[config.mk]
export PLATFORM = sky130hd
export DESIGN_NAME = hazard_sequencer
export DESIGN_NICKNAME = d
export VERILOG_FILES = /design/src/rtl/core_pkg.sv /design/src/rtl/sat_counter.sv /design/src/rtl/hazard_sequencer.sv
export SDC_FILE = /design/constraint.sdc
export NUM_CORES = 1
export LEC_CHECK = 0
export CORE_MARGIN = 2
export CORE_UTILIZATION = 30
export DETAILED_ROUTE_END_ITERATION = 6
export GPL_ROUTABILITY_DRIVEN = 0
export SYNTH_ARGS = -nofsm -noshare
export SYNTH_HDL_FRONTEND = slang
export SYNTH_SLANG_ARGS = --single-unit
[constraint.sdc]
create_clock -name clk_i -period 3.5 [get_ports clk_i]
set_input_delay 0.7 -clock clk_i [delete_from_list [all_inputs] [get_ports clk_i]]
set_output_delay 0.7 -clock clk_i [all_outputs]
set_load 0.005 [all_outputs]
[src/rtl/core_pkg.sv]
// Shared types and constants for the pipeline control blocks.
package core_pkg;

  localparam int unsigned REG_W = 5;
  localparam logic [REG_W-1:0] ZERO_REG = '0;

  typedef enum logic [1:0] {
    IDLE     = 2'd0,
    RUN      = 2'd1,
    MEM_WAIT = 2'd2,
    ERR      = 2'd3
  } state_t;

endpackage

[src/rtl/sat_counter.sv]
// Saturating up-counter with synchronous clear; holds at all-ones.
module sat_counter #(
  parameter int unsigned W = 16
) (
  input  logic         clk,
  input  logic         inc,
  input  logic         clr,
  output logic [W-1:0] q
);

  always_ff @(posedge clk) begin
    if (clr) begin
      q <= '0;
    end else if (inc && (q != {W{1'b1}})) begin
      q <= q + W'(1);
    end
  end

endmodule

[src/rtl/hazard_sequencer.sv]
// Hazard/stall controller for the 5-stage core: memory-wait freeze, load-use
// bubble, taken-branch IF/ID flush, performance counters and timeout error.
module hazard_sequencer
  import core_pkg::*;
#(
  parameter int unsigned CNT_W       = 16,
  parameter int unsigned MEM_TIMEOUT = 64
) (
  input  logic             clk_i,
  input  logic             rst_i,
  input  logic             start_i,
  input  logic [REG_W-1:0] id_rs1_i,
  input  logic [REG_W-1:0] id_rs2_i,
  input  logic             id_uses_rs2_i,
  input  logic             ex_memread_i,
  input  logic [REG_W-1:0] ex_rd_i,
  input  logic             branch_taken_i,
  input  logic             mem_req_i,
  input  logic             mem_ready_i,
  output logic             pc_write_o,
  output logic             ifid_write_o,
  output logic             ifid_flush_o,
  output logic             ctrl_flush_o,
  output logic             pipe_stall_o,
  output logic [CNT_W-1:0] stall_cnt_o,
  output logic [CNT_W-1:0] flush_cnt_o,
  output logic             err_o
);

  localparam int unsigned WAIT_W = $clog2(MEM_TIMEOUT + 1);

  state_t            state;
  state_t            state_nxt;
  logic [WAIT_W-1:0] wait_cnt;
  logic [8:0]        wait_inc;
  logic              lu;
  logic              mm;
  logic              stall_inc;
  logic              flush_inc;

  assign lu = ex_memread_i && (ex_rd_i != ZERO_REG) &&
              ((ex_rd_i == id_rs1_i) || (id_uses_rs2_i && (ex_rd_i == id_rs2_i)));
  assign mm       = mem_req_i && !mem_ready_i;
  assign wait_inc = 9'(wait_cnt) + 9'd1;

  // Zero-latency control outputs and next state; IDLE/ERR hold the pipe frozen.
  always_comb begin
    state_nxt    = state;
    pc_write_o   = 1'b0;
    ifid_write_o = 1'b0;
    ifid_flush_o = 1'b0;
    ctrl_flush_o = 1'b1;
    pipe_stall_o = 1'b1;
    stall_inc    = 1'b0;
    flush_inc    = 1'b0;
    case (state)
      IDLE: begin
        if (start_i) state_nxt = RUN;
      end
      RUN: begin
        if (mm) begin
          ctrl_flush_o = 1'b0;
          stall_inc    = 1'b1;
          state_nxt    = MEM_WAIT;
        end else if (lu) begin
          // Branch operands are not valid yet, so a taken branch waits too.
          pipe_stall_o = 1'b0;
          stall_inc    = 1'b1;
        end else begin
          pc_write_o   = 1'b1;
          ifid_write_o = 1'b1;
          ctrl_flush_o = 1'b0;
          pipe_stall_o = 1'b0;
          if (branch_taken_i) begin
            ifid_flush_o = 1'b1;
            flush_inc    = 1'b1;
          end
        end
      end
      MEM_WAIT: begin
        ctrl_flush_o = 1'b0;
        stall_inc    = 1'b1;
        if (mem_ready_i) begin
          state_nxt = RUN;
        end else if (wait_inc >= 9'(MEM_TIMEOUT)) begin
          state_nxt = ERR;
        end
      end
      ERR: begin
        state_nxt = ERR;
      end
      default: begin
        state_nxt = IDLE;
      end
    endcase
  end

  always_ff @(posedge clk_i) begin
    if (rst_i) begin
      state    <= IDLE;
      wait_cnt <= '0;
      err_o    <= 1'b0;
    end else begin
      state <= state_nxt;
      if (state == RUN && mm) begin
        wait_cnt <= WAIT_W'(1);
      end else if (state == MEM_WAIT && !mem_ready_i) begin
        wait_cnt <= WAIT_W'(wait_inc);
      end
      if (state_nxt == ERR) err_o <= 1'b1;
    end
  end

  sat_counter #(.W(CNT_W)) u_stall_cnt (
    .clk (clk_i),
    .inc (stall_inc),
    .clr (rst_i),
    .q   (stall_cnt_o)
  );

  sat_counter #(.W(CNT_W)) u_flush_cnt (
    .clk (clk_i),
    .inc (flush_inc),
    .clr (rst_i),
    .q   (flush_cnt_o)
  );

endmodule

==> out/metrics.yaml, run 1 <==
status: "finished, final reports clean"
cts_tree: "built"
grt_max_degree: 21
fillers: 759
synth_top_area_share_pct: 36.5
dp_hpwl_mm: 4.09
detail_route.vias_per_cell: 4.92
nNetsFinal: 367
fin_crit_ns: 3.39
fin_crit_sh_pct: 96.9
rsz0062_at_grt: "false"
coreArea_mm2: 0.00733
die_x_um: 91.6
critical_path.max_stage_delay_ns: 0.53
boundaryPins: 61
synth_nets: 304
synth_cell_types: 45
rows: 31
synth-seq-cells: 42
htreeDepth: 2
async_flop_share_pct: 0
slew_headroom_pct: 62.7
wirelength_mm: 5.49
clock_path_buffers: 2
cpMostUsedCell: "clkdlybuf4s50_1"
seqPwrFrac_pct: 42.0
clkTransAtPathRegs_ns: 0.07
antennaDiodeCount: 0
cp.required_ns: 2.80
post_cts_resized: 0
power_density_mw_per_mm2: 407
grt_pass1_wl_mm: 9.03
grt_pass1_vias: 1981
crit_fanout: 4
postSynthCellCount: 274
clk_latency_ns: 0.29
sw_frac_of_total_pct: 33.3
p_clk_share_pct: 23.4
root_buffer: "clkbuf_8"
power.static_leakage_nw: 1.04
syn_avg_cell_area_um2: 8.41
tightest_slew_ns: 0.560
synth_area_leaders: "dfxtp_1 37%, xnor2_1 6.5%, nor2_1 5.4%"
hold_viol_final: 0
crit_chain: "clkdlybuf4s50_1, or4_1, o21a_1, o21ai_4, and3_1, clkdlybuf4s50_1"
cp_data_arrival_time_ns: 2.69
antenna_found_initial: 0
routedWlPerCell_um: 12.6
first_iter_violations: 122
grt_overflow: 0
p_sw_mw: 0.420
clock.fmax_mhz: 295
synth-edff-count: 0
start_util_pct: 31.4
die_h_um: 91.6
cts_made_buffers: 5
postRouteAntennaNets: 0
drc: 0
post-cts-setup-buffers: 0
clock_skew_ns: 0.00783
yosysTopAreaCell: "dfxtp_1"
crit_type: "input port to output port"
syn_area_mm2: 0.00230
grt_use_total_pct: 12.9
yosysMostFrequentCell: "dfxtp_1"
intPower_mw: 0.843
maxSlewViolCount: 0
syn2layout_area_growth_pct: 34.7
ys_warn_count: 0
setup_viol: 0
ys_top_cells_by_count: "42 x dfxtp_1, 33 x nor2_1, 17 x xnor2_1, 16 x nand2_1, 15 x a21oi_1"
port_buffers: 60
vias: 2146
yosys_most_used_dff: "dfxtp_1"
crit_path_top_delay_cell: "or4_1"
fin_hold_ws_ns: 0.473
hold_class: "flip-flop to flip-flop"
maxCapViolations: 0
cts_hold_buf: 0
fin_setup_tns_ns: 0
pwr-share-comb_pct: 34.7
die_area_mm2: 0.00840
critPathLaunchType: "input port"
yosysSeqAreaShare_pct: 36.5
vdd_drop_max_uv: 171
endpoint_kind: "output port"
drt-pass1-iter-count: 4
drive_gt1_share_pct: 6.82
clock_sinks: 42
finalPower_mw: 1.26
==> stage by stage <==
step / setup slack [ns] / cells / area [um^2] / utilization [%]
2_1_floorplan: 0.967 / 274 / 2300 / -
3_3_place_gp: 0.0950 / 429 / 3020 / 41.2
3_5_place_dp: 0.0959 / 429 / 3020 / 41.2
4_1_cts: 0.0884 / 436 / 3100 / 42.2
5_1_grt: 0.0185 / 436 / 3100 / 42.3
6_report: 0.110 / 436 / 3100 / 42.3
==> flip-flops by register name (all words and copies together), names as in the netlist <==
signal and count:
state 2, u_flush_cnt.q 16, u_stall_cnt.q 16, err_o 1, wait_cnt 7
==> cell type report <==
cell class	instances	area, um^2	area share, %
inverter	11	41.3	1.33
multi-input combinational	210	1370	44.1
tap	99	124	3.99
timing repair buffer	67	653	21.0
clock buffer	7	76.3	2.46
sequential	42	841	27.1
==> cell usage in the layout (no fill, tap or decap), types with 2 or more instances in the layout <==
| cell type | instances |
|---|---|
| o22ai_1 | 2 |
| dfxtp_1 | 42 |
| nor2b_1 | 6 |
| xnor2_1 | 17 |
| nor3_1 | 6 |
| or3_1 | 5 |
| o21a_1 | 2 |
| nand2b_1 | 2 |
| mux2i_1 | 2 |
| nand4_1 | 9 |
| xor2_1 | 12 |
| nor2_1 | 33 |
| clkbuf_8 | 5 |
| nor4_1 | 7 |
| o31ai_1 | 6 |
| nand2_1 | 16 |
| or4_1 | 7 |
| nand3_1 | 12 |
| and4_1 | 2 |
| o21ai_0 | 10 |
| inv_1 | 11 |
| clkdlybuf4s50_1 | 60 |
| buf_4 | 7 |
| clkbuf_1 | 2 |
| nor3b_1 | 2 |
| ha_1 | 7 |
| and3_1 | 7 |
| and2_1 | 4 |
| a21oi_1 | 15 |
| mux2_2 | 4 |
==> kinds of logic after synthesis <==
family                   after synthesis  synth area share (%)
AO/OA/AOI/OAI                         45                  12.7
buffers and inverters                 22                  4.40
multiplexers                           6                  2.82
adder cells (fa/ha/maj)                7                  3.80
XOR/XNOR                              29                  11.0
flip-flops                            42                  36.5
AND/OR/NAND/NOR                      123                  28.7
==> power groups by stage <==
stage / clock network (mW) / logic (mW) / registers [mW]
2_1_floorplan: 0 / 0.271 / 0.535
3_3_place_gp: 0 / 0.438 / 0.540
3_5_place_dp: 0 / 0.441 / 0.541
4_1_cts: 0.308 / 0.442 / 0.531
5_1_grt: 0.326 / 0.489 / 0.534
6_report: 0.295 / 0.438 / 0.530
==> worst max-delay path: cells and delay by family <==
kind,cells,cell delay [ns]
AOI/OAI and AO/OA,2,0.32
buffers and inverters,2,0.97
and+or+nand+nor,2,0.71
==> worst paths after layout <==
path	start	to	slack, ns	cells past startpoint
worst max-delay path	ex_rd_i[2]	ifid_flush_o	0.11	6
worst max register to register	state[1]	u_flush_cnt.q[13]	1.20	7
worst min-delay path	err_o	err_o	0.47	2
worst min register to register	err_o	err_o	0.47	2
==> routing by layer <==
metal / share of wire (%) / vias up / GRT usage, %
li1: - / 1102 / -
met1: 47 / 978 / 17.0
met2: 44 / 61 / 20.6
met3: 6.9 / 5 / 3.45
met4: 1.4 / 0 / 3.79
met5: 0 / - / 0
(Power assumes the default switching activity.)
==> run 2: changes to the inputs <==
Settings changed: CORE_UTILIZATION 30 to 52, PLACE_DENSITY set to 0.85.
==> run 2 against run 1 <==
Against the previous run: routed wire length fell by 1.9%; flip-flop and latch count did not move; combinational power barely moved; clock skew increased by 0.0043 ns; die area shrank 41%; power rose by 6.1%; design area is 0.89% lower; clock-buffer cell count stayed put; utilization is 29 points higher; sequential power hardly changed; critical endpoint unchanged; largest cell class unchanged; largest power group unchanged; highest routed layer unchanged.
==> out/metrics.yaml, run 2 (synthesis gave the netlist of run 1 again) <==
most-common-layout-cells: "60 x clkdlybuf4s50_1, 42 x dfxtp_1, 33 x nor2_1"  # unchanged
fin_hold_ws_ns: 0.493  # was 0.473 ns
multi_input_area_mm2: 0.00136  # was 0.00137 mm^2
syn2layout_area_growth_pct: 33.5  # was 34.7%
routedWlPerCell_um: 13.8  # was 12.6 um
rows: 24  # was 31
clock_skew_ns: 0.0122  # was 0.00783 ns
power_density_mw_per_mm2: 436  # was 407 mW/mm^2
antenna_found_initial: 0  # unchanged
min_from: "err_o"  # unchanged
fin_crit_ns: 3.38  # was 3.39 ns
cp.required_ns: 2.80  # about the same
wirelength_mm: 5.39  # was 5.49 mm
grt_overflow: 0  # unchanged
grt_max_degree: 26  # was 21
postRouteAntennaNets: 0  # unchanged
crit_fanout: 4  # unchanged
tightest_slew_ns: 0.869  # was 0.560 ns
post_cts_resized: 0  # unchanged
hold_class: "flip-flop to flip-flop"  # unchanged
dp_hpwl_mm: 3.92  # was 4.09 mm
maxSlewViolCount: 0  # unchanged
clkTransAtPathRegs_ns: 0.07  # about the same
place_area_mm2: 0.00297  # was 0.00302 mm^2
final_cells: 391  # was 436
fin_crit_sh_pct: 96.5  # was 96.9%
fin_setup_tns_ns: 0  # unchanged
antennaDiodeCount: 0  # unchanged
startpoint: "ex_rd_i[1]"  # was ex_rd_i[2]
vias: 2199  # was 2146
setup_viol: 0  # unchanged
drt-pass1-iter-count: 5  # was 4
status: "finished, final reports clean"  # unchanged
htreeDepth: 2  # unchanged
clk_latency_ns: 0.29  # about the same
cts_tree: "built"  # unchanged
boundaryPins: 61  # unchanged
endpoint_kind: "output port"  # unchanged
hold_path_depth: 2  # unchanged
drive_gt1_share_pct: 7.37  # was 6.82%
fin_area_mm2: 0.00308  # was 0.00310 mm^2
clock.fmax_mhz: 296  # was 295 MHz
die_h_um: 70.6  # was 91.6 um
cp_data_arrival_time_ns: 2.68  # was 2.69 ns
fillers: 345  # was 759
regArea_um2: 841  # unchanged
slew_headroom_pct: 41.9  # was 62.7%
largestRegisters: "u_flush_cnt.q x16, u_stall_cnt.q x16, wait_cnt x7"  # unchanged
r2r-start: "state[1]"  # unchanged
port_buffers: 60  # unchanged
coreArea_mm2: 0.00432  # was 0.00733 mm^2
reg2reg_depth: 7  # unchanged
die_area_mm2: 0.00498  # was 0.00840 mm^2
final_common_cell: "clkdlybuf4s50_1"  # unchanged
die_x_um: 70.6  # was 91.6 um
grt_use_total_pct: 22.2  # was 12.9%
crit_type: "input port to output port"  # unchanged
post-cts-setup-buffers: 0  # unchanged
nNetsFinal: 368  # was 367
drc: 0  # unchanged
place_inst: 383  # was 429
finalPower_mw: 1.34  # was 1.26 mW
start_util_pct: 53.3  # was 31.4%
critPathLaunchType: "input port"  # unchanged
clock_sinks: 42  # unchanged
clock_path_buffers: 2  # unchanged
rsz0062_at_grt: "false"  # unchanged
root_buffer: "clkbuf_8"  # unchanged
cts_made_buffers: 5  # unchanged
maxCapViolations: 0  # unchanged
vdd_drop_max_uv: 316  # was 171 uV
grt_pass1_vias: 2069  # was 1981
hold_viol_final: 0  # unchanged
detail_route.vias_per_cell: 5.62  # was 4.92
first_iter_violations: 101  # was 122
power.static_leakage_nw: 1.05  # was 1.04 nW
grt_pass1_wl_mm: 9.08  # was 9.03 mm
cts_hold_buf: 0  # unchanged
[run 2: layout make-up]
type / count / area share, %
multi-input cells: 210 / 44.3
inverters: 11 / 1.34
flip-flops and latches: 42 / 27.3
clock buffers: 7 / 2.48
repair buffers: 68 / 21.5
well taps: 52 / 2.12
clock inverters: 1 / 0.976
[run 2: path summary, 6_finish.rpt]
kind                                     endpoint  slack [ns]
worst max-delay path                 ifid_flush_o        0.12
worst min-delay path                        err_o        0.49
worst max register to register  u_flush_cnt.q[13]        1.24
worst min register to register              err_o        0.49
[run 2: metal layers]
layer	track usage, %	up-vias	part of all wire [%]	wire length (um)
li1	-	1100	-	-
met1	27.0	1034	45	2430
met2	37.8	59	47	2540
met3	6.27	6	6.6	354
met4	7.76	0	1.1	60
met5	0	-	0	0
[run 2: power breakdown]
part | leakage, nW | internal [mW] | total (mW) | switching [mW]
clock network | 0.0524 | 0.214 | 0.374 | 0.160
logic | 0.663 | 0.203 | 0.438 | 0.234
registers | 0.339 | 0.502 | 0.528 | 0.0265
[run 2: worst max-delay path, cell delays in order]
cell and delay [ns]:
clkdlybuf4s50_1 0.43, or4_1 0.53, o21a_1 0.23, o21ai_4 0.09, and3_1 0.19, clkdlybuf4s50_1 0.50
[run 2: per-stage QoR]
stage                     worst slack, ns  utilization [%]
after floorplan                     0.967                -
after global placement              0.149             68.7
after detailed placement            0.128             68.7
after CTS                           0.118             71.1
after global routing               0.0128             71.1
final                               0.124             71.1
